[src/rtl/cnn_accel_pkg.sv]
// Shared definitions for the CNN accelerator store/load paths.
package cnn_accel_pkg;

  localparam int unsigned DefaultAw = 16;
  localparam int unsigned DefaultDw = 32;

  // Store-drain sequencing states.
  typedef enum logic [1:0] {
    StIdle,
    StIssue,
    StFlush,
    StDone
  } st_state_e;

  // Words held by one out_fm bank: its channel slice times the full row/column tile.
  function automatic int unsigned bank_capacity(input int unsigned tn, input int unsigned y,
                                                input int unsigned tr, input int unsigned tc);
    return (tn / y) * tr * tc;
  endfunction

endpackage

[src/rtl/sync_fifo_fwft.sv]
// Synchronous first-word-fall-through FIFO: the head entry is visible on rd_data whenever
// empty is low. Push and pop may coincide, including when full or empty.
module sync_fifo_fwft #(
  parameter int unsigned DW    = 32,
  parameter int unsigned DEPTH = 4,
  localparam int unsigned PW   = (DEPTH > 1) ? $clog2(DEPTH) : 1,
  localparam int unsigned CW   = $clog2(DEPTH + 1)
) (
  input  logic          clk,
  input  logic          rst,
  input  logic          push,
  input  logic [DW-1:0] wr_data,
  input  logic          pop,
  output logic [DW-1:0] rd_data,
  output logic          full,
  output logic          empty,
  output logic [CW-1:0] count
);

  logic [DW-1:0] mem_q [DEPTH];
  logic [PW-1:0] wr_ptr_q, rd_ptr_q;
  logic [CW-1:0] count_q, count_d;
  logic          do_push, do_pop;

  function automatic logic [PW-1:0] ptr_inc(input logic [PW-1:0] p);
    return (p == PW'(DEPTH - 1)) ? '0 : p + PW'(1);
  endfunction

  assign empty   = (count_q == '0);
  assign full    = (count_q == CW'(DEPTH));
  assign count   = count_q;
  assign rd_data = mem_q[rd_ptr_q];

  // A pop frees the head slot this cycle, so a push into a full FIFO is accepted alongside it.
  assign do_pop  = pop && !empty;
  assign do_push = push && (!full || do_pop);

  // Occupancy next-state from the push/pop pair.
  always_comb begin
    count_d = count_q;
    unique case ({do_push, do_pop})
      2'b10:   count_d = count_q + CW'(1);
      2'b01:   count_d = count_q - CW'(1);
      default: count_d = count_q;
    endcase
  end

  // Storage, pointers and occupancy.
  always_ff @(posedge clk or posedge rst) begin
    if (rst) begin
      for (int i = 0; i < int'(DEPTH); i++) mem_q[i] <= '0;
      wr_ptr_q <= '0;
      rd_ptr_q <= '0;
      count_q  <= '0;
    end else begin
      if (do_push) begin
        mem_q[wr_ptr_q] <= wr_data;
        wr_ptr_q        <= ptr_inc(wr_ptr_q);
      end
      if (do_pop) rd_ptr_q <= ptr_inc(rd_ptr_q);
      count_q <= count_d;
    end
  end

  // A push that cannot be stored is a caller bug.
  assert property (@(posedge clk) disable iff (rst) !(push && full && !pop));

endmodule

[src/rtl/out_fm_st_drain.sv]
// Store-side drain of one out_fm bank: reads the bank once through its sequential port and
// streams every word, tagged with its external address, over a valid/ready interface.
module out_fm_st_drain
  import cnn_accel_pkg::*;
#(
  parameter int unsigned AW         = DefaultAw,
  parameter int unsigned DW         = DefaultDw,
  parameter int unsigned Tn         = 16,
  parameter int unsigned Tr         = 64,
  parameter int unsigned Tc         = 16,
  parameter int unsigned Y          = 4,
  parameter int unsigned RD_LAT     = 2,
  parameter int unsigned FIFO_DEPTH = 4
) (
  input  logic          clk,
  input  logic          rst,
  input  logic          st_start,
  input  logic [AW-1:0] base_addr,
  output logic          rd_ena,
  input  logic [DW-1:0] rd_data,
  output logic          m_valid,
  input  logic          m_ready,
  output logic [DW-1:0] m_data,
  output logic [AW-1:0] m_addr,
  output logic          busy,
  output logic          st_done
);

  localparam logic [AW:0]  Cap    = (AW + 1)'(bank_capacity(Tn, Y, Tr, Tc));
  localparam logic [AW:0]  CapM1  = Cap - (AW + 1)'(1);
  localparam logic [AW:0]  CntOne = (AW + 1)'(1);
  localparam int unsigned  IW     = $clog2(RD_LAT + 1);
  localparam int unsigned  CW     = $clog2(FIFO_DEPTH + 1);

  st_state_e     state_q, state_d;
  logic [AW-1:0] base_q, base_d;
  logic [AW:0]   issue_cnt_q, issue_cnt_d;
  logic [AW:0]   out_cnt_q, out_cnt_d;
  logic [RD_LAT-1:0] lat_q, lat_d;
  logic [IW-1:0] inflight;
  logic          credit_ok;
  logic          start_acc;
  logic          push, pop;
  logic          fifo_full, fifo_empty;
  logic [CW-1:0] fifo_count;

  assign start_acc = (state_q == StIdle) && st_start;
  assign push      = lat_q[RD_LAT-1];
  assign m_valid   = !fifo_empty;
  assign pop       = m_valid && m_ready;
  assign m_addr    = base_q + out_cnt_q[AW-1:0];

  // Count strobes still travelling through the bank pipeline.
  always_comb begin
    inflight = '0;
    for (int i = 0; i < int'(RD_LAT); i++) inflight = inflight + IW'(lat_q[i]);
  end

  // Only strobe when every word already requested is guaranteed a FIFO slot.
  always_comb begin
    credit_ok = (32'(fifo_count) + 32'(inflight)) < FIFO_DEPTH;
  end

  // FSM state register.
  always_ff @(posedge clk or posedge rst) begin
    if (rst) state_q <= StIdle;
    else     state_q <= state_d;
  end

  // FSM next-state.
  always_comb begin
    state_d = state_q;
    unique case (state_q)
      StIdle:  if (st_start) state_d = StIssue;
      StIssue: if (rd_ena && (issue_cnt_q == CapM1)) state_d = StFlush;
      // Use the post-handshake count so st_done follows the last handshake by one cycle.
      StFlush: if ((inflight == '0) && (out_cnt_d == Cap)) state_d = StDone;
      StDone:  state_d = StIdle;
      default: state_d = StIdle;
    endcase
  end

  // FSM outputs.
  always_comb begin
    rd_ena  = (state_q == StIssue) && credit_ok && (issue_cnt_q < Cap);
    busy    = (state_q != StIdle);
    st_done = (state_q == StDone);
  end

  // Datapath next-state: latch base and clear counters on an accepted start, else advance.
  always_comb begin
    base_d      = base_q;
    issue_cnt_d = issue_cnt_q;
    out_cnt_d   = out_cnt_q;
    lat_d       = lat_q << 1;
    lat_d[0]    = rd_ena;
    if (start_acc) begin
      base_d      = base_addr;
      issue_cnt_d = '0;
      out_cnt_d   = '0;
    end else begin
      if (rd_ena) issue_cnt_d = issue_cnt_q + CntOne;
      if (pop)    out_cnt_d   = out_cnt_q + CntOne;
    end
  end

  // Datapath registers.
  always_ff @(posedge clk or posedge rst) begin
    if (rst) begin
      base_q      <= '0;
      issue_cnt_q <= '0;
      out_cnt_q   <= '0;
      lat_q       <= '0;
    end else begin
      base_q      <= base_d;
      issue_cnt_q <= issue_cnt_d;
      out_cnt_q   <= out_cnt_d;
      lat_q       <= lat_d;
    end
  end

  sync_fifo_fwft #(
    .DW   (DW),
    .DEPTH(FIFO_DEPTH)
  ) u_fifo (
    .clk    (clk),
    .rst    (rst),
    .push   (push),
    .wr_data(rd_data),
    .pop    (pop),
    .rd_data(m_data),
    .full   (fifo_full),
    .empty  (fifo_empty),
    .count  (fifo_count)
  );

  // The credit check must make overflow impossible.
  assert property (@(posedge clk) disable iff (rst) !(push && fifo_full && !pop));

endmodule

[config.mk]
export PLATFORM = sky130hd
export DESIGN_NAME = out_fm_st_drain
export DESIGN_NICKNAME = d
export VERILOG_FILES = /design/src/rtl/cnn_accel_pkg.sv /design/src/rtl/sync_fifo_fwft.sv /design/src/rtl/out_fm_st_drain.sv
export SDC_FILE = /design/constraint.sdc
export NUM_CORES = 1
export LEC_CHECK = 0
export ABC_CLOCK_PERIOD_IN_PS = 6550
export BUFFER_PORTS_ARGS = -buffer_cell sky130_fd_sc_hd__buf_2
export CAP_MARGIN = 20
export CORE_MARGIN = 2
export CORE_UTILIZATION = 53
export DETAILED_ROUTE_END_ITERATION = 10
export GPL_ROUTABILITY_DRIVEN = 0
export PLACE_DENSITY_LB_ADDON = 0.15
export RECOVER_POWER = 50
export REMOVE_ABC_BUFFERS = 1
export SYNTH_ARGS = -nofsm -noshare
export SYNTH_HDL_FRONTEND = slang
export SYNTH_SLANG_ARGS = --single-unit
[constraint.sdc]
create_clock -name clk -period 6.55 [get_ports clk]
set_clock_uncertainty 0.15 [all_clocks]
set_input_delay 0.9825 -clock clk [delete_from_list [all_inputs] [get_ports clk]]
set_output_delay 0.9825 -clock clk [all_outputs]
set_load 0.05 [all_outputs]
==> impl_summary.md <==
Status
The run finished, with violations left. The final reports fail on max-capacitance violations, max-slew violations.

Pwr
The maximum ir drop on the vdd rail is 0.387 mV. Dividing total power by cell area gives a power density of ~550 nW/um^2. In this run the static leakage power is 0.00496 uW.

STA
At the pin with the least slew margin, the transition time is 3.35 ns. The post-route worst hold slack is roughly 0.26 ns. Setup violations remaining at the end of the flow were counted as 0. The total count of hold-check failures in the final report is 0. The total count of max-transition violations in the final report is 78. The post-route setup TNS is 0 ns. The part of the cycle the worst path needs is 70.3%.

Derived from the worst setup path, the maximum achievable clock frequency is 217 MHz. The time the final worst path needs with I/O delays and setup is 4.61 ns. The normalized max-slew margin is -125%. Setup repair after global routing left no endpoint under its margin.

Global route
The total global-route track usage is 21.8%. The number of antenna violations at the first check in global routing is 0. Entering global routing, the biggest net connects 78 pins.

The number of global-route vias before repair is 6281. For this run the aggregate overflow at the end of global routing stands at 0. The global-route wire length before repair is 30.9 mm.

Floorplanning
Once the floorplan was initialized, standard cells occupied 53.6% of the core. The area of the die is 18400 um^2. The initialized floorplan defines 48 standard-cell rows. Pin placement for this block handled 104 I/O pins.

The floorplan step set the die width to 136 um. Measured along the y axis, the die boundary spans about 140 um. The core box area is 17100 um^2.

Place
Detailed placement ended at an HPWL of 12.7 mm. During placement, the flow inserted port buffers numbering 103. In this run, placement finished with an instance count of 1028.

Detailed routing
Dividing the detail-routed via count by the number of cells gives 5.57. The DRC violation total after the first TritonRoute iteration is approximately 310. The total length of routed wires is approximately 19 mm.

The overall via count from detail_route is 5909. The pre-antenna-repair detailed-routing pass consisted of 4 iterations. For this run, design rule violations remaining after detail routing come to 0. The count of nets left with antenna violations after detail routing is 0.

The wire length per cell after detailed routing is 17.9 um.

Finish
The net total in the final layout is just over 900. The number of antenna diodes in the final layout is 0. The layout filler cell count is 1358. The area growth from synthesis to layout is 14.4%. Cells with a size suffix above 1 make up 37.8% of the layout. The count of cells in the finished layout, fillers not included, comes to between 1000 and 1500.

Critical path
The capturing element type of the critical path is a flip-flop. The critical path is of the flip-flop to flip-flop type. The data required time at the worst endpoint is 6.73 ns. The worst setup path is launched from a flip-flop. The arrival time reported for the critical path endpoint is 4.79 ns.

Of all nets on the critical path, the largest fanout is 27.

Synth
The netlist area before placement is 9170 um^2. Among all flip-flop cells after synthesis, the most frequent one is dfrtp_1. Synthesis inferred 189 register bits. The synthesized design contains 0 enable-type register cells.

The async set-reset flop share out of synthesis is 100%. The cell count after synthesis came out at 719. Sequential elements use 51.6% of the synthesized area. Yosys printed 0 warnings. The count of different cell masters after synthesis is 56. The average cell area after synthesis is 12.8 um^2.

Clocking
For this design, the CTS-stage hold fixing added 0 buffers. The number of clock sinks is 189. The clock passes through at most 2 buffers.

The CTS tree is done. The clock reaches the later pin of the worst-skew pair after 0.42 ns. The clock tree root buffer cell is clkbuf_16.

The total setup buffers inserted after CTS is 0. Post-CTS repair changed the size of 0 cells. The post-CTS clock slew at the launch and capture registers of the worst setup and hold paths is 0.07 ns.

The H-tree was split into 4 levels. Buffers inserted during clock tree synthesis total 17.

Job
The number of max-cap violations is 1.

Hold path
The path class of the tightest hold or removal check is flip-flop to flip-flop.
## cell families after synthesis
group                      share of synthesized area [%]
adders and majority gates                           4.67
buffers and inverters                               2.24
DFF                                                 51.6
muxes                                               23.9
and+or+nand+nor                                     9.76
AOI/OAI and AO/OA                                   4.68
xor gates and xnor gates                            3.15
## Yosys cell counts (3+ instances only)
| cell type | count | share of area (%) |
|---|---|---|
| xor2_1 | 9 | 0.86 |
| nand4_1 | 9 | 0.61 |
| nor2_1 | 38 | 1.6 |
| a21o_1 | 3 | 0.25 |
| or3_1 | 7 | 0.48 |
| nor3_1 | 6 | 0.33 |
| clkbuf_1 | 10 | 0.41 |
| nand3_1 | 8 | 0.44 |
| nand2b_1 | 3 | 0.20 |
| and2_1 | 6 | 0.41 |
| ha_1 | 31 | 4.2 |
| o21ai_0 | 18 | 0.98 |
| a21oi_1 | 19 | 1.0 |
| xnor2_1 | 24 | 2.3 |
| buf_1 | 17 | 0.70 |
| nor4_1 | 5 | 0.34 |
| mux4_2 | 32 | 7.9 |
| inv_1 | 24 | 0.98 |
| nand2_1 | 74 | 3.0 |
| and3_1 | 4 | 0.27 |
| o21a_1 | 3 | 0.25 |
| mux2_2 | 129 | 16 |
| dfrtp_1 | 189 | 52 |
| nor2b_1 | 5 | 0.34 |
## worst paths after layout
path / depth (start not counted) / slack [ns] / startpoint / end
min in group asynchronous: 2 / 1.39 / rst / u_fifo.mem_q[83]
worst max-delay path: 9 / 1.94 / state_q[0] / state_q[0]
worst min register to register: 0 / 0.26 / lat_q[0] / lat_q[1]
worst max register to register: 9 / 1.94 / state_q[0] / state_q[0]
max in group asynchronous: 3 / 2.33 / rst / u_fifo.mem_q[106]
worst min-delay path: 0 / 0.26 / lat_q[0] / lat_q[1]
## worst max-delay path, cell delays in order, from the launching register on
cell	delay, ns
dfrtp_1	0.42
inv_1	0.15
ha_1	0.21
and2_0	0.84
clkbuf_1	0.95
or2_2	0.27
o2111a_1	0.16
or4b_2	0.61
or4_4	0.45
a221oi_2	0.29
## stage by stage
stage / worst slack, ns / utilization, % / total power, uW / cell area, um^2
2_1_floorplan: 0.275 / - / 4150 / 9060
3_3_place_gp: 2.52 / 58.0 / 4670 / 9940
5_1_grt: 1.48 / 61.3 / 6090 / 10500
3_5_place_dp: 2.41 / 58.0 / 4800 / 9940
6_report: 1.94 / 61.3 / 5770 / 10500
4_1_cts: 2.19 / 61.4 / 5820 / 10500
## area by class of cell
| cell class | count | area, um^2 | share of cell area [%] |
|---|---|---|---|
| well taps | 225 | 282 | 2.68 |
| flip-flops and latches | 189 | 4730 | 45.1 |
| clock buffers | 20 | 467 | 4.45 |
| clock inverters | 12 | 114 | 1.09 |
| multi-input cells | 476 | 4220 | 40.3 |
| repair buffers | 113 | 577 | 5.50 |
| inverters | 25 | 95.1 | 0.907 |
## layout by cell type, fill, tap and decap left out, types with 4 or more instances in the layout
master / netlist / layout
nand2_1: 74 / 74
nand3_1: 8 / 8
or3_1: 7 / 7
mux4_2: 32 / 32
xor2_1: 9 / 9
o21ai_0: 18 / 18
buf_2: 2 / 102
nand4_1: 9 / 9
nor3_1: 6 / 6
nor4_1: 5 / 6
and2_0: 0 / 5
and3_1: 4 / 4
xnor2_1: 24 / 24
inv_1: 24 / 23
dfrtp_1: 189 / 188
a21oi_1: 19 / 19
buf_4: 0 / 6
inv_8: 0 / 4
mux2_2: 129 / 129
nor2b_1: 5 / 5
nor2_1: 38 / 38
inv_6: 0 / 6
ha_1: 31 / 31
clkbuf_16: 0 / 17
## state kept, by name, indices dropped and copies added, names as in the netlist, 3 cells and up
register and flops:
u_fifo.count 3, out_cnt_q 17, issue_cnt_q 17, u_fifo.mem_q 128
base_q 16
## per-layer routing
layer / global-route usage (%) / share of wire, % / routed length, um / vias up
li1: - / - / - / 2788
met1: 28.8 / 45 / 8460 / 2972
met2: 35.5 / 49 / 9300 / 128
met3: 4.86 / 4.5 / 843 / 21
met4: 8.62 / 1.7 / 320 / 0
met5: 0 / 0 / 0 / -
## power breakdown
part / leakage (uW) / total (uW) / internal (uW) / switching, uW
logic: 0.00227 / 2820 / 1060 / 1760
clock network: 0.000287 / 1000 / 535 / 470
registers: 0.00240 / 1940 / 1660 / 282
total: 0.00496 / 5770 / 3250 / 2510
(Power assumes the default switching activity.)
